File: src/rtl/pool2x2_stream.sv
// Streaming 2x2 / stride-2 max or average pooling over a raster-order pixel stream.
// Horizontal pairs are combined on the fly; a half-width row buffer holds even-row partials.
module pool2x2_stream #(
   parameter int DW     = 8,
   parameter int IMG_W  = 28,
   parameter int IMG_H  = 28,
   parameter int SIGNED = 0
) (
   input  logic          clk,
   input  logic          reset,
   input  logic          mode,
   input  logic          in_valid,
   output logic          in_ready,
   input  logic [DW-1:0] in_data,
   output logic          out_valid,
   input  logic          out_ready,
   output logic [DW-1:0] out_data,
   output logic          out_last
);

   // Column counter is at least 2 bits so col[CW-1:1] is always a legal buffer index.
   localparam int CW = (IMG_W > 4) ? $clog2(IMG_W) : 2;
   localparam int RW = (IMG_H > 2) ? $clog2(IMG_H) : 1;
   localparam int BD = 2 ** (CW - 1);
   localparam logic [CW-1:0] COL_LAST = CW'(IMG_W - 1);
   localparam logic [RW-1:0] ROW_LAST = RW'(IMG_H - 1);
   localparam logic SGN = (SIGNED != 0);

   logic [CW-1:0] col_q, col_d;
   logic [RW-1:0] row_q, row_d;
   logic [DW-1:0] pair_reg_q;
   logic          frame_mode_q;
   logic          out_valid_q;
   logic [DW-1:0] out_data_q;
   logic          out_last_q;
   logic [DW:0]   rowbuf_q [BD];

   logic          accept;
   logic          produce;
   logic [DW:0]   pa, pb, pair_res, rb_rd;
   logic [DW+1:0] sum;
   logic [DW-1:0] pool_res;
   logic          sum_unused;

   function automatic logic gt(input logic [DW:0] a, input logic [DW:0] b);
      if (SGN) return $signed(a) > $signed(b);
      else     return a > b;
   endfunction

   always_comb begin
      in_ready = !reset && (!out_valid_q || out_ready);
      accept   = in_valid && in_ready;
      produce  = accept && col_q[0] && row_q[0];

      pa       = {SGN & pair_reg_q[DW-1], pair_reg_q};
      pb       = {SGN & in_data[DW-1], in_data};
      pair_res = frame_mode_q ? (pa + pb) : (gt(pb, pa) ? pb : pa);

      // The low DW bits of the shifted sum are the same for arithmetic and logical shifts.
      rb_rd      = rowbuf_q[col_q[CW-1:1]];
      sum        = {SGN & rb_rd[DW], rb_rd} + {SGN & pair_res[DW], pair_res};
      sum_unused = ^sum[1:0];
      pool_res   = frame_mode_q ? sum[DW+1:2]
                 : (gt(pair_res, rb_rd) ? pair_res[DW-1:0] : rb_rd[DW-1:0]);

      col_d = col_q + 1'b1;
      row_d = row_q;
      if (col_q == COL_LAST) begin
         col_d = '0;
         row_d = (row_q == ROW_LAST) ? '0 : row_q + 1'b1;
      end
   end

   always_ff @(posedge clk) begin
      if (reset) begin
         col_q        <= '0;
         row_q        <= '0;
         pair_reg_q   <= '0;
         frame_mode_q <= 1'b0;
         out_valid_q  <= 1'b0;
         out_data_q   <= '0;
         out_last_q   <= 1'b0;
      end else begin
         if (accept) begin
            col_q <= col_d;
            row_q <= row_d;
            if (col_q == '0 && row_q == '0) frame_mode_q <= mode;
            if (!col_q[0]) pair_reg_q <= in_data;
         end
         if (produce) begin
            out_valid_q <= 1'b1;
            out_data_q  <= pool_res;
            out_last_q  <= (col_q == COL_LAST) && (row_q == ROW_LAST);
         end else if (out_ready) begin
            out_valid_q <= 1'b0;
         end
      end
   end

   // Buffer contents need no reset: every entry is written on an even row before it is read.
   always_ff @(posedge clk) begin
      if (accept && col_q[0] && !row_q[0]) rowbuf_q[col_q[CW-1:1]] <= pair_res;
   end

   assign out_valid = out_valid_q;
   assign out_data  = out_data_q;
   assign out_last  = out_last_q;

endmodule
File: config.mk
export PLATFORM = sky130hd
export DESIGN_NAME = pool2x2_stream
export DESIGN_NICKNAME = d
export VERILOG_FILES = /design/src/rtl/pool2x2_stream.sv
export SDC_FILE = /design/constraint.sdc
export NUM_CORES = 1
export LEC_CHECK = 0
export CAP_MARGIN = 20
export CORE_ASPECT_RATIO = 2
export CORE_UTILIZATION = 45
export CTS_BUF_LIST = sky130_fd_sc_hd__clkbuf_8
export CTS_CLUSTER_SIZE = 25
export DETAILED_ROUTE_END_ITERATION = 8
export GPL_ROUTABILITY_DRIVEN = 0
export PLACE_DENSITY = 0.57
export SLEW_MARGIN = 10
export SYNTH_ARGS = -nofsm -noshare
export SYNTH_HDL_FRONTEND = slang
export SYNTH_SLANG_ARGS = --single-unit
File: constraint.sdc
create_clock -name clk -period 8.9 [get_ports clk]
set_input_delay 0.89 -clock clk [delete_from_list [all_inputs] [get_ports clk]]
set_output_delay 0.89 -clock clk [all_outputs]
set_load 0.02 [all_outputs]
==> results of run 1 <==
-- layer usage --
layer  GRT usage  up-vias  part of all wire
met4       0.114        0             0.039
met2       0.405       98              0.58
met5           0        -                 0
met3      0.0384       40             0.030
li1            -     2208                 -
met1       0.211     2407              0.36
-- tightest hold or removal path, delay by kind of cell (launching register included) --
| family | cells | cell delay (ps) |
|---|---|---|
| AOI/OAI and AO/OA | 1 | 60 |
| and+or+nand+nor | 1 | 80 |
| DFF | 1 | 330 |
-- sequential cells by signal, indices dropped and copies added (netlist names), named ones only --
| signal | count |
|---|---|
| rowbuf_q | 144 |
| out_data | 8 |
| pair_reg_q | 8 |
| col_q | 5 |
| row_q | 5 |
| frame_mode_q | 1 |
| out_last | 1 |
| out_valid | 1 |
-- synth_stat cells, types with 4 or more instances --
master | number | share of area
a221oi_1 | 4 | 0.0043
mux2i_1 | 15 | 0.018
a22oi_1 | 4 | 0.0037
o21ai_0 | 18 | 0.011
o22ai_1 | 4 | 0.0031
nor3_1 | 9 | 0.0055
or3_1 | 4 | 0.0031
a22o_1 | 6 | 0.0065
nand3_1 | 6 | 0.0037
buf_2 | 5 | 0.0031
mux2_2 | 7 | 0.0097
nor2b_1 | 6 | 0.0046
edfxtp_1 | 144 | 0.53
nand2_1 | 18 | 0.0083
xor2_1 | 7 | 0.0075
mux4_2 | 37 | 0.10
clkbuf_1 | 11 | 0.0051
a211oi_1 | 5 | 0.0046
xnor2_1 | 7 | 0.0075
a21oi_1 | 28 | 0.017
nand4b_1 | 4 | 0.0043
nand4_1 | 6 | 0.0046
nand2b_1 | 5 | 0.0038
ha_1 | 39 | 0.060
inv_1 | 32 | 0.015
nor2_1 | 36 | 0.017
dfxtp_1 | 33 | 0.081
-- worst paths after layout --
check | from | endpoint | slack (ps)
max | in_data[1] | out_data[6]$_SDFFE_PP0P_ | 3350
min | out_last$_SDFFE_PP0P_ | out_last$_SDFFE_PP0P_ | 500
max reg2reg | pair_reg_q[1]$_SDFFE_PP0P_ | out_data[6]$_SDFFE_PP0P_ | 3880
min reg2reg | out_last$_SDFFE_PP0P_ | out_last$_SDFFE_PP0P_ | 500
-- per-stage QoR --
stage	area (um2)	hold slack, ps	cells	power (mW)	setup slack [ps]
4_1_cts	9110	512	819	1.64	3070
5_1_grt	9120	550	819	1.68	2920
3_5_place_dp	8710	496	787	1.09	2560
2_1_floorplan	8140	483	549	1.04	4110
3_3_place_gp	8670	472	782	1.08	2740
6_report	9120	499	819	1.63	3350
-- cell type report --
cell class,count,share of cell area
sequential,177,0.547
clock inverter,11,0.0125
clock buffer,21,0.0317
multi-input combinational,319,0.323
inverter,32,0.0132
timing repair buffer,46,0.0442
tap,213,0.0292
-- logic make-up after synthesis --
logic type | Yosys count
compound gates | 94
fa+ha+maj | 40
buf+inv | 53
xor+xnor | 14
mux | 60
simple gates | 111
flops | 177
-- power breakdown --
part           total [mW]  internal, mW  switching, mW
combinational       0.155        0.0611         0.0936
clock               0.557         0.276          0.281
sequential          0.915         0.911        0.00403
-- cells in the final DEF, fill, tap and decap left out, types with 4 or more instances in the layout --
| cell type | instances |
|---|---|
| xor2_1 | 7 |
| a221oi_1 | 4 |
| nor2b_1 | 6 |
| mux2_2 | 7 |
| buf_4 | 23 |
| ha_1 | 39 |
| a22oi_1 | 4 |
| clkbuf_8 | 21 |
| dfxtp_1 | 32 |
| nand2b_1 | 5 |
| nand4_1 | 6 |
| edfxtp_1 | 144 |
| nand4b_1 | 4 |
| xnor2_1 | 7 |
| nor3_1 | 9 |
| clkdlybuf4s50_1 | 23 |
| o21ai_0 | 18 |
| a211oi_1 | 5 |
| a22o_1 | 6 |
| o22ai_1 | 4 |
| mux2i_1 | 13 |
| inv_1 | 34 |
| nand2_1 | 18 |
| or3_1 | 4 |
| a21oi_1 | 28 |
| nand3_1 | 6 |
| mux4_2 | 37 |
| nor2_1 | 36 |
==> flow_metrics.py, run 1 <==
metrics = {
    "worst_setup_path": {
        "rr_worst_depth": 15,
        "critPathTopFamily": "compound AO/OA/AOI/OAI gates",
        "critPathRequiredTime_ps": 9270,
        "cp.arrival_ps": 5920,
        "max_stage_delay_ps": 780,
        "cp_max_fo": 18,
        "crit_cells": 15,
        "crit_buf_inv": 1,
        "crit_path_top_delay_cell": "a21oi_1",
        "endpoint_kind": "flop",
        "critPathKind": "primary input to flop",
        "path_cells": "clkdlybuf4s50_1 > ha_1 > nor2b_1 > o211ai_1 > a21oi_1 > o31ai_4 > mux2i_1 > mux2i_2 > ha_1 > and4_1 > nand4_1 > o221ai_1 > a21oi_1 > mux2_2 > a211oi_1",
        "critPathLaunchType": "primary input",
    },
    "detailed_routing": {
        "vias_per_cell": 5.80,
        "dr.pass1.iters": 5,
        "drc": 0,
        "dr_total_vias": 4753,
        "avgRoutedWirePerCell_um": 22.7,
        "finalWirelength_um": 18600,
        "drt-initial-drc-count": 251,
        "ant_nets": 0,
    },
    "synth": {
        "synthMuxAreaShare": 0.132,
        "ys.flop_type": "edfxtp_1",
        "synthSimpleGateAreaFrac": 0.0694,
        "syn_avg_cell_area_um2": 14.8,
        "ys_ff_latch": 177,
        "ys_async_sr_fraction": 0,
        "synth_fp_nets": 602,
        "syn_inst": 549,
        "netlist_area_um2": 8140,
        "synth-adder-area-share": 0.0624,
        "synth_top_family_by_area": "multiplexers",
        "yosysSeqAreaShare": 0.612,
        "yosysUniqueCellTypes": 57,
        "synth_xor_area_frac": 0.0151,
        "synth_compound_area_frac": 0.0813,
        "ys_warn_count": 0,
        "synth_edf_count": 144,
    },
    "floorplan": {
        "die_x_um": 97.1,
        "initial_core_util": 0.460,
        "design.core.area_um2": 17700,
        "top_level_ports": 24,
        "die-area_um2": 18700,
        "chipHeight_um": 192,
        "row_count": 69,
    },
    "timing": {
        "hold_viol_final": 0,
        "setup_tns_ps": 0,
        "finalCritPeriodShare": 0.623,
        "setup_violations": 0,
        "fin_skew_ps": 13.3,
        "rsz0062_at_grt": "false",
        "tightest_slew_ps": 1100,
        "max_freq_ghz": 0.180,
        "slew_violations": 0,
        "fin_crit_ps": 5550,
        "timing.slew.headroom": 0.267,
    },
    "cells_and_area": {
        "layout-drive-gt1-share": 0.180,
        "multi_input_area_um2": 2940,
        "area_delta_synth_final_pct": 12.0,
        "utilization": 0.515,
        "fillers": 1480,
        "nNetsFinal": 646,
        "diodes": 0,
        "regArea_um2": 4990,
    },
    "hold_path": {
        "hold_class": "flop to flop",
        "whs_path_depth": 2,
    },
    "cts": {
        "cts_resized": 0,
        "insertion_delay_ps": 460,
        "cts_max_path_buffers": 2,
        "cts_tree": "done",
        "cts_sinks": 177,
        "holdBufCountCts": 0,
        "cts_inserted_buffers": 17,
        "clk_pin_slew_ps": 90,
        "cts-root-buf": "clkbuf_8",
        "h-tree-depth": 4,
        "cts_setup_buffers": 0,
    },
    "global_routing": {
        "grt_pass1_wl_um": 28400,
        "grt_pass1_vias": 5023,
        "grt_max_degree": 37,
        "antenna_found_initial": 0,
        "overflow": 0,
        "globalRouteTotalUtil": 0.211,
    },
    "placed_design": {
        "io_buffers": 23,
        "place_hpwl_um": 13100,
    },
    "run_status": {
        "status": "finished, final reports clean",
    },
    "power_and_ir_drop": {
        "p_leak_nw": 3.12,
        "power_density_nw_per_um2": 178,
        "ir_drop_uv": 108,
    },
    "flow_run": {
        "cap_violations": 0,
    },
}
(Power assumes the default switching activity.)
==> run 2: changes to the inputs <==
--- a/config.mk
+++ b/config.mk
@@ -12,7 +12,7 @@
 export CTS_CLUSTER_SIZE = 25
 export DETAILED_ROUTE_END_ITERATION = 8
 export GPL_ROUTABILITY_DRIVEN = 0
-export PLACE_DENSITY = 0.57
+export PLACE_DENSITY = 0.6
 export SLEW_MARGIN = 10
 export SYNTH_ARGS = -nofsm -noshare
 export SYNTH_HDL_FRONTEND = slang
==> constraint.sdc (replaced) <==
create_clock -name clk -period 4.8 [get_ports clk]
set_input_delay 0.48 -clock clk [delete_from_list [all_inputs] [get_ports clk]]
set_output_delay 0.48 -clock clk [all_outputs]
set_load 0.02 [all_outputs]
==> run 2 against run 1 <==
Register-to-register slack got worse by 3500 ps. Sequential share of layout area shrank 1.2 points. Cell area rose by 2.3%. Non-clock buffer count rose by 26. Hold slack better by 1.2 ps. Combinational power increased by 100%. Clock power rose by 87%. First-iteration DRC count shrank 27%. Critical path depth increased by 1. Core utilization increased by 1.2 points. Largest cell class unchanged.
==> flow_metrics.py, run 2 (synthesized netlist as in run 1, its figures left out) <==
metrics = {
    "power_and_ir_drop": {
        "power_density_nw_per_um2": 327,
        "ir_drop_uv": 145,
        "p_leak_nw": 3.24,
    },
    "global_routing": {
        "globalRouteTotalUtil": 0.211,
        "grt_pass1_wl_um": 28900,
        "grt_pass1_vias": 5266,
        "antenna_found_initial": 0,
        "grt_max_degree": 23,
        "grtUsageMet1": 0.201,
        "overflow": 0,
        "grt_use_met3": 0.0373,
        "grt_use_met2": 0.424,
        "grt.busiest_layer": "met2",
    },
    "cells_and_area": {
        "diodes": 0,
        "largest_reg_flops": 144,
        "final_common_cell": "edfxtp_1",
        "area_delta_synth_final_pct": 14.6,
        "fillers": 1478,
        "layout-drive-gt1-share": 0.207,
        "nNetsFinal": 672,
        "final_cell_mix": "edfxtp_1 (144), buf_4 (47), ha_1 (39)",
    },
    "worst_setup_path": {
        "cp_max_fo": 7,
        "max_stage_delay_ps": 540,
        "critPathTopFamily": "compound AO/OA/AOI/OAI gates",
        "path_cells": "inv_1 > ha_1 > nor2b_1 > o211ai_1 > a21oi_1 > o31ai_4 > mux2_2 > mux2_2 > ha_1 > nand2b_1 > a221oi_1 > buf_4 > o22ai_1 > o21ai_0 > a2111oi_0 > a2111oi_2",
        "cp.arrival_ps": 4720,
        "critPathKind": "flop to flop",
        "critPathLaunchType": "flop",
        "endpoint_kind": "flop",
        "critPathRequiredTime_ps": 5120,
        "crit_buf_inv": 2,
        "crit_path_top_delay_cell": "a2111oi_0",
    },
    "cts": {
        "cts_sinks": 177,
        "cts_resized": 0,
        "cts_tree": "done",
        "cts_inserted_buffers": 17,
        "holdBufCountCts": 0,
        "cts-root-buf": "clkbuf_8",
        "clk_pin_slew_ps": 90,
        "cts_max_path_buffers": 2,
        "insertion_delay_ps": 460,
        "h-tree-depth": 4,
        "cts_setup_buffers": 0,
    },
    "placed_design": {
        "place_hpwl_um": 13900,
        "io_buffers": 23,
        "place_ws_ps": -92.0,
    },
    "floorplan": {
        "die_x_um": 97.1,
        "row_count": 69,
        "chipHeight_um": 192,
        "design.core.area_um2": 17700,
        "initial_core_util": 0.460,
        "top_level_ports": 24,
        "die-area_um2": 18700,
    },
    "timing": {
        "fin_crit_ps": 4390,
        "tightest_slew_ps": 1060,
        "setup_tns_ps": 0,
        "hold_viol_final": 0,
        "layout_setup_ws_ps": 407,
        "finalCritPeriodShare": 0.915,
        "slew_violations": 0,
        "max_freq_ghz": 0.228,
        "setup_violations": 0,
        "timing.slew.headroom": 0.292,
        "rsz0062_at_grt": "false",
        "fin_skew_ps": 14.4,
    },
    "detailed_routing": {
        "finalWirelength_um": 18400,
        "ant_nets": 0,
        "drc": 0,
        "vias_per_cell": 5.71,
        "dr.pass1.iters": 4,
        "dr_total_vias": 4821,
        "avgRoutedWirePerCell_um": 21.7,
        "drt-initial-drc-count": 183,
    },
    "run_status": {
        "status": "finished, final reports clean",
    },
    "flow_run": {
        "cap_violations": 0,
    },
    "hold_path": {
        "hold_class": "flop to flop",
    },
}
==> run 2: cell types whose count changed in the layout (fill, tap and decap cells not counted), sizes merged <==
cell,delta
bufinv,+1
clkinvlp,-2
clkbuf,-4
buf,+26
inv,+2
clkinv,+3
==> run 2: per-stage QoR <==
step / instances / power [mW] / instance area, um2 / util / hold WS, ps
2_1_floorplan: 549 / 1.93 / 8140 / - / 483
3_3_place_gp: 813 / 2.04 / 8930 / 0.505 / 477
3_5_place_dp: 813 / 2.05 / 8930 / 0.505 / 485
4_1_cts: 845 / 3.08 / 9330 / 0.527 / 509
5_1_grt: 845 / 3.17 / 9330 / 0.527 / 571
6_report: 845 / 3.05 / 9330 / 0.527 / 500
==> run 2: area by class of cell <==
type	count	area, um2	share of cell area
clock buffers	17	234	0.0251
clock inverters	15	166	0.0178
inverters	32	120	0.0129
multi-input cells	319	2940	0.315
flip-flops and latches	177	4990	0.534
well taps	213	267	0.0286
repair buffers	72	623	0.0668
==> run 2: worst register-to-register path: stages (launching register included) <==
cell and delay [ps]:
dfxtp_1 430, inv_1 80, ha_1 290, nor2b_1 140
o211ai_1 170, a21oi_1 130, o31ai_4 370, mux2_2 400
mux2_2 330, ha_1 350, nand2b_1 140, a221oi_1 80
buf_4 150, o22ai_1 370, o21ai_0 200, a2111oi_0 550
a2111oi_2 80
==> run 2: worst paths after layout <==
| check | startpoint | end | slack, ps | depth (start not counted) |
|---|---|---|---|---|
| min | out_last$_SDFFE_PP0P_ | out_last$_SDFFE_PP0P_ | 500 | 2 |
| max reg2reg | pair_reg_q[1]$_SDFFE_PP0P_ | out_data[7]$_SDFFE_PP0P_ | 410 | 16 |
| max | pair_reg_q[1]$_SDFFE_PP0P_ | out_data[7]$_SDFFE_PP0P_ | 410 | 16 |
| min reg2reg | out_last$_SDFFE_PP0P_ | out_last$_SDFFE_PP0P_ | 500 | 2 |
==> run 2: where the power goes <==
group / switching [mW] / internal [mW]
logic: 0.174 / 0.139
registers: 0.0117 / 1.69
clock network: 0.524 / 0.511
==> run 2: metal layers <==
| metal | vias to the layer above | part of all wire |
|---|---|---|
| li1 | 2261 | - |
| met1 | 2411 | 0.34 |
| met2 | 112 | 0.61 |
| met3 | 37 | 0.026 |
| met4 | 0 | 0.032 |
| met5 | - | 0 |
==> run 3: changes to the inputs <==
--- a/config.mk
+++ b/config.mk
@@ -12,7 +12,7 @@
 export CTS_CLUSTER_SIZE = 25
 export DETAILED_ROUTE_END_ITERATION = 8
 export GPL_ROUTABILITY_DRIVEN = 0
-export PLACE_DENSITY = 0.6
+export PLACE_DENSITY_LB_ADDON = 0.08
 export SLEW_MARGIN = 10
 export SYNTH_ARGS = -nofsm -noshare
 export SYNTH_HDL_FRONTEND = slang
==> run 3 against run 2 <==
Die area unchanged. Routed wire length increased by 1.6%. Register-to-register slack better by 110 ps. Core utilization decreased by 0.62 points. Sequential power about the same. Setup slack gained 110 ps. Global-route usage rose by 0.23 points. Critical path type unchanged. Critical endpoint unchanged. Largest cell class unchanged.
==> flow_metrics.py, run 3 (synthesized netlist as in run 1, its figures left out) <==
metrics = {
    "floorplan": {
        "chipHeight_um": 192,
        "design.core.area_um2": 17700,
        "die_x_um": 97.1,
        "die-area_um2": 18700,
        "initial_core_util": 0.460,
        "row_count": 69,
        "top_level_ports": 24,
    },
    "cells_and_area": {
        "largest_reg_flops": 144,
        "nNetsFinal": 665,
        "diodes": 0,
        "area_delta_synth_final_pct": 13.2,
        "final_common_cell": "edfxtp_1",
        "layout-drive-gt1-share": 0.198,
        "fin_cells": 838,
        "final_cell_mix": "edfxtp_1 (144), buf_4 (41), ha_1 (39)",
    },
    "timing": {
        "hold_ws_ps": 512,
        "fin_crit_ps": 4280,
        "tightest_slew_ps": 1070,
        "finalCritPeriodShare": 0.892,
        "slew_violations": 0,
        "fin_skew_ps": 13.4,
        "rsz0062_at_grt": "false",
        "setup_tns_ps": 0,
        "setup_violations": 0,
        "max_freq_ghz": 0.234,
        "layout_setup_ws_ps": 519,
        "timing.slew.headroom": 0.283,
        "hold_viol_final": 0,
    },
    "hold_path": {
        "hold_class": "flop to flop",
    },
    "worst_setup_path": {
        "crit-reg2reg-launch": "pair_reg_q[1]$_SDFFE_PP0P_",
        "crit_cells": 16,
        "critPathKind": "flop to flop",
        "endpoint_kind": "flop",
        "critPathLaunchType": "flop",
        "max_stage_delay_ps": 440,
        "cp.arrival_ps": 4630,
        "rr_worst_depth": 16,
        "endpoint": "out_data[7]$_SDFFE_PP0P_",
        "crit_path_top_delay_cell": "dfxtp_1",
        "cp_max_fo": 5,
        "critPathRequiredTime_ps": 5150,
        "critPathTopFamily": "compound AO/OA/AOI/OAI gates",
        "crit_buf_inv": 2,
        "crit_start": "pair_reg_q[1]$_SDFFE_PP0P_",
        "r2r_setup_slack_ps": 520,
        "path_cells": "inv_1 > ha_1 > nor2b_1 > o211ai_1 > a21oi_1 > o31ai_4 > mux2_2 > mux2_2 > ha_1 > nand2b_1 > a221oi_1 > buf_4 > o22ai_1 > o21ai_0 > a2111oi_0 > a2111oi_2",
        "reg2reg_to": "out_data[7]$_SDFFE_PP0P_",
    },
    "placed_design": {
        "place_ws_ps": 94.6,
        "place_hpwl_um": 13700,
        "io_buffers": 23,
        "place_inst": 806,
    },
    "power_and_ir_drop": {
        "ir_drop_uv": 173,
        "p_leak_nw": 3.18,
        "power_density_nw_per_um2": 319,
    },
    "detailed_routing": {
        "dr.pass1.iters": 4,
        "finalWirelength_um": 18700,
        "dr_total_vias": 4792,
        "ant_nets": 0,
        "avgRoutedWirePerCell_um": 22.3,
        "drc": 0,
        "vias_per_cell": 5.72,
        "drt-initial-drc-count": 167,
    },
    "cts": {
        "cts_max_path_buffers": 2,
        "cts_sinks": 177,
        "holdBufCountCts": 0,
        "cts-root-buf": "clkbuf_8",
        "h-tree-depth": 4,
        "cts_inserted_buffers": 17,
        "cts_setup_buffers": 0,
        "cts_resized": 0,
        "insertion_delay_ps": 450,
        "cts_tree": "done",
        "clk_pin_slew_ps": 90,
    },
    "global_routing": {
        "grt_pass1_vias": 5165,
        "globalRouteTotalUtil": 0.214,
        "grt_pass1_wl_um": 29200,
        "overflow": 0,
        "grt_max_degree": 37,
        "antenna_found_initial": 0,
    },
    "flow_run": {
        "cap_violations": 0,
    },
    "run_status": {
        "status": "finished, final reports clean",
    },
}
-- run 3: changes by cell type in the layout (fill, tap and decap cells not counted) --
cell	previous run	this run
clkinvlp_4	1	3
o21ai_1	1	0
buf_12	2	1
o21ai_0	17	18
buf_4	47	41
bufinv_16	3	1
-- run 3: worst min-delay path by stage --
stage	from	endpoint	slack, ps	depth (start not counted)
2_1_floorplan	pair_reg_q[2]$_SDFFE_PP0P_	pair_reg_q[2]$_SDFFE_PP0P_	480	2
3_3_place_gp	out_last$_SDFFE_PP0P_	out_last$_SDFFE_PP0P_	470	2
3_5_place_dp	out_last$_SDFFE_PP0P_	out_last$_SDFFE_PP0P_	510	2
4_1_cts	pair_reg_q[6]$_SDFFE_PP0P_	pair_reg_q[6]$_SDFFE_PP0P_	520	2
5_1_grt	pair_reg_q[4]$_SDFFE_PP0P_	pair_reg_q[4]$_SDFFE_PP0P_	560	2
6_report	out_last$_SDFFE_PP0P_	out_last$_SDFFE_PP0P_	510	2
-- run 3: per-stage QoR --
| step | power (mW) | area, um2 | utilization |
|---|---|---|---|
| 2_1_floorplan | 1.93 | 8140 | - |
| 3_3_place_gp | 2.04 | 8870 | 0.501 |
| 3_5_place_dp | 2.05 | 8870 | 0.501 |
| 4_1_cts | 2.97 | 9220 | 0.521 |
| 5_1_grt | 3.06 | 9220 | 0.521 |
| 6_report | 2.94 | 9220 | 0.521 |
-- run 3: power breakdown --
part           internal, mW  switching [mW]  total (mW)
combinational         0.132           0.183       0.314
sequential             1.69         0.00689        1.70
clock                 0.406           0.528       0.934
total                  2.23           0.718        2.94
-- run 3: worst reg2reg max path, cell delays in order (launching register included) --
cell and delay, ps:
dfxtp_1 440, inv_1 70, ha_1 300, nor2b_1 140, o211ai_1 290, a21oi_1 160
o31ai_4 250, mux2_2 380, mux2_2 290, ha_1 370, nand2b_1 200, a221oi_1 250
buf_4 170, o22ai_1 90, o21ai_0 300, a2111oi_0 190, a2111oi_2 280
-- run 3: final cells by class --
cell class | count | area [um2]
Fill cell | 1486 | 8480
Sequential cell | 177 | 4990
Multi-Input combinational cell | 319 | 2940
Timing Repair Buffer | 65 | 558
Tap cell | 213 | 267
Clock buffer | 17 | 234
Clock inverter | 15 | 121
Inverter | 32 | 120
-- run 3: per-layer routing --
layer,GRT usage,vias up,share of wire
met5,0,-,0
met4,0.0959,0,0.025
met3,0.0286,23,0.020
met2,0.430,91,0.60
met1,0.212,2424,0.36
li1,-,2254,-
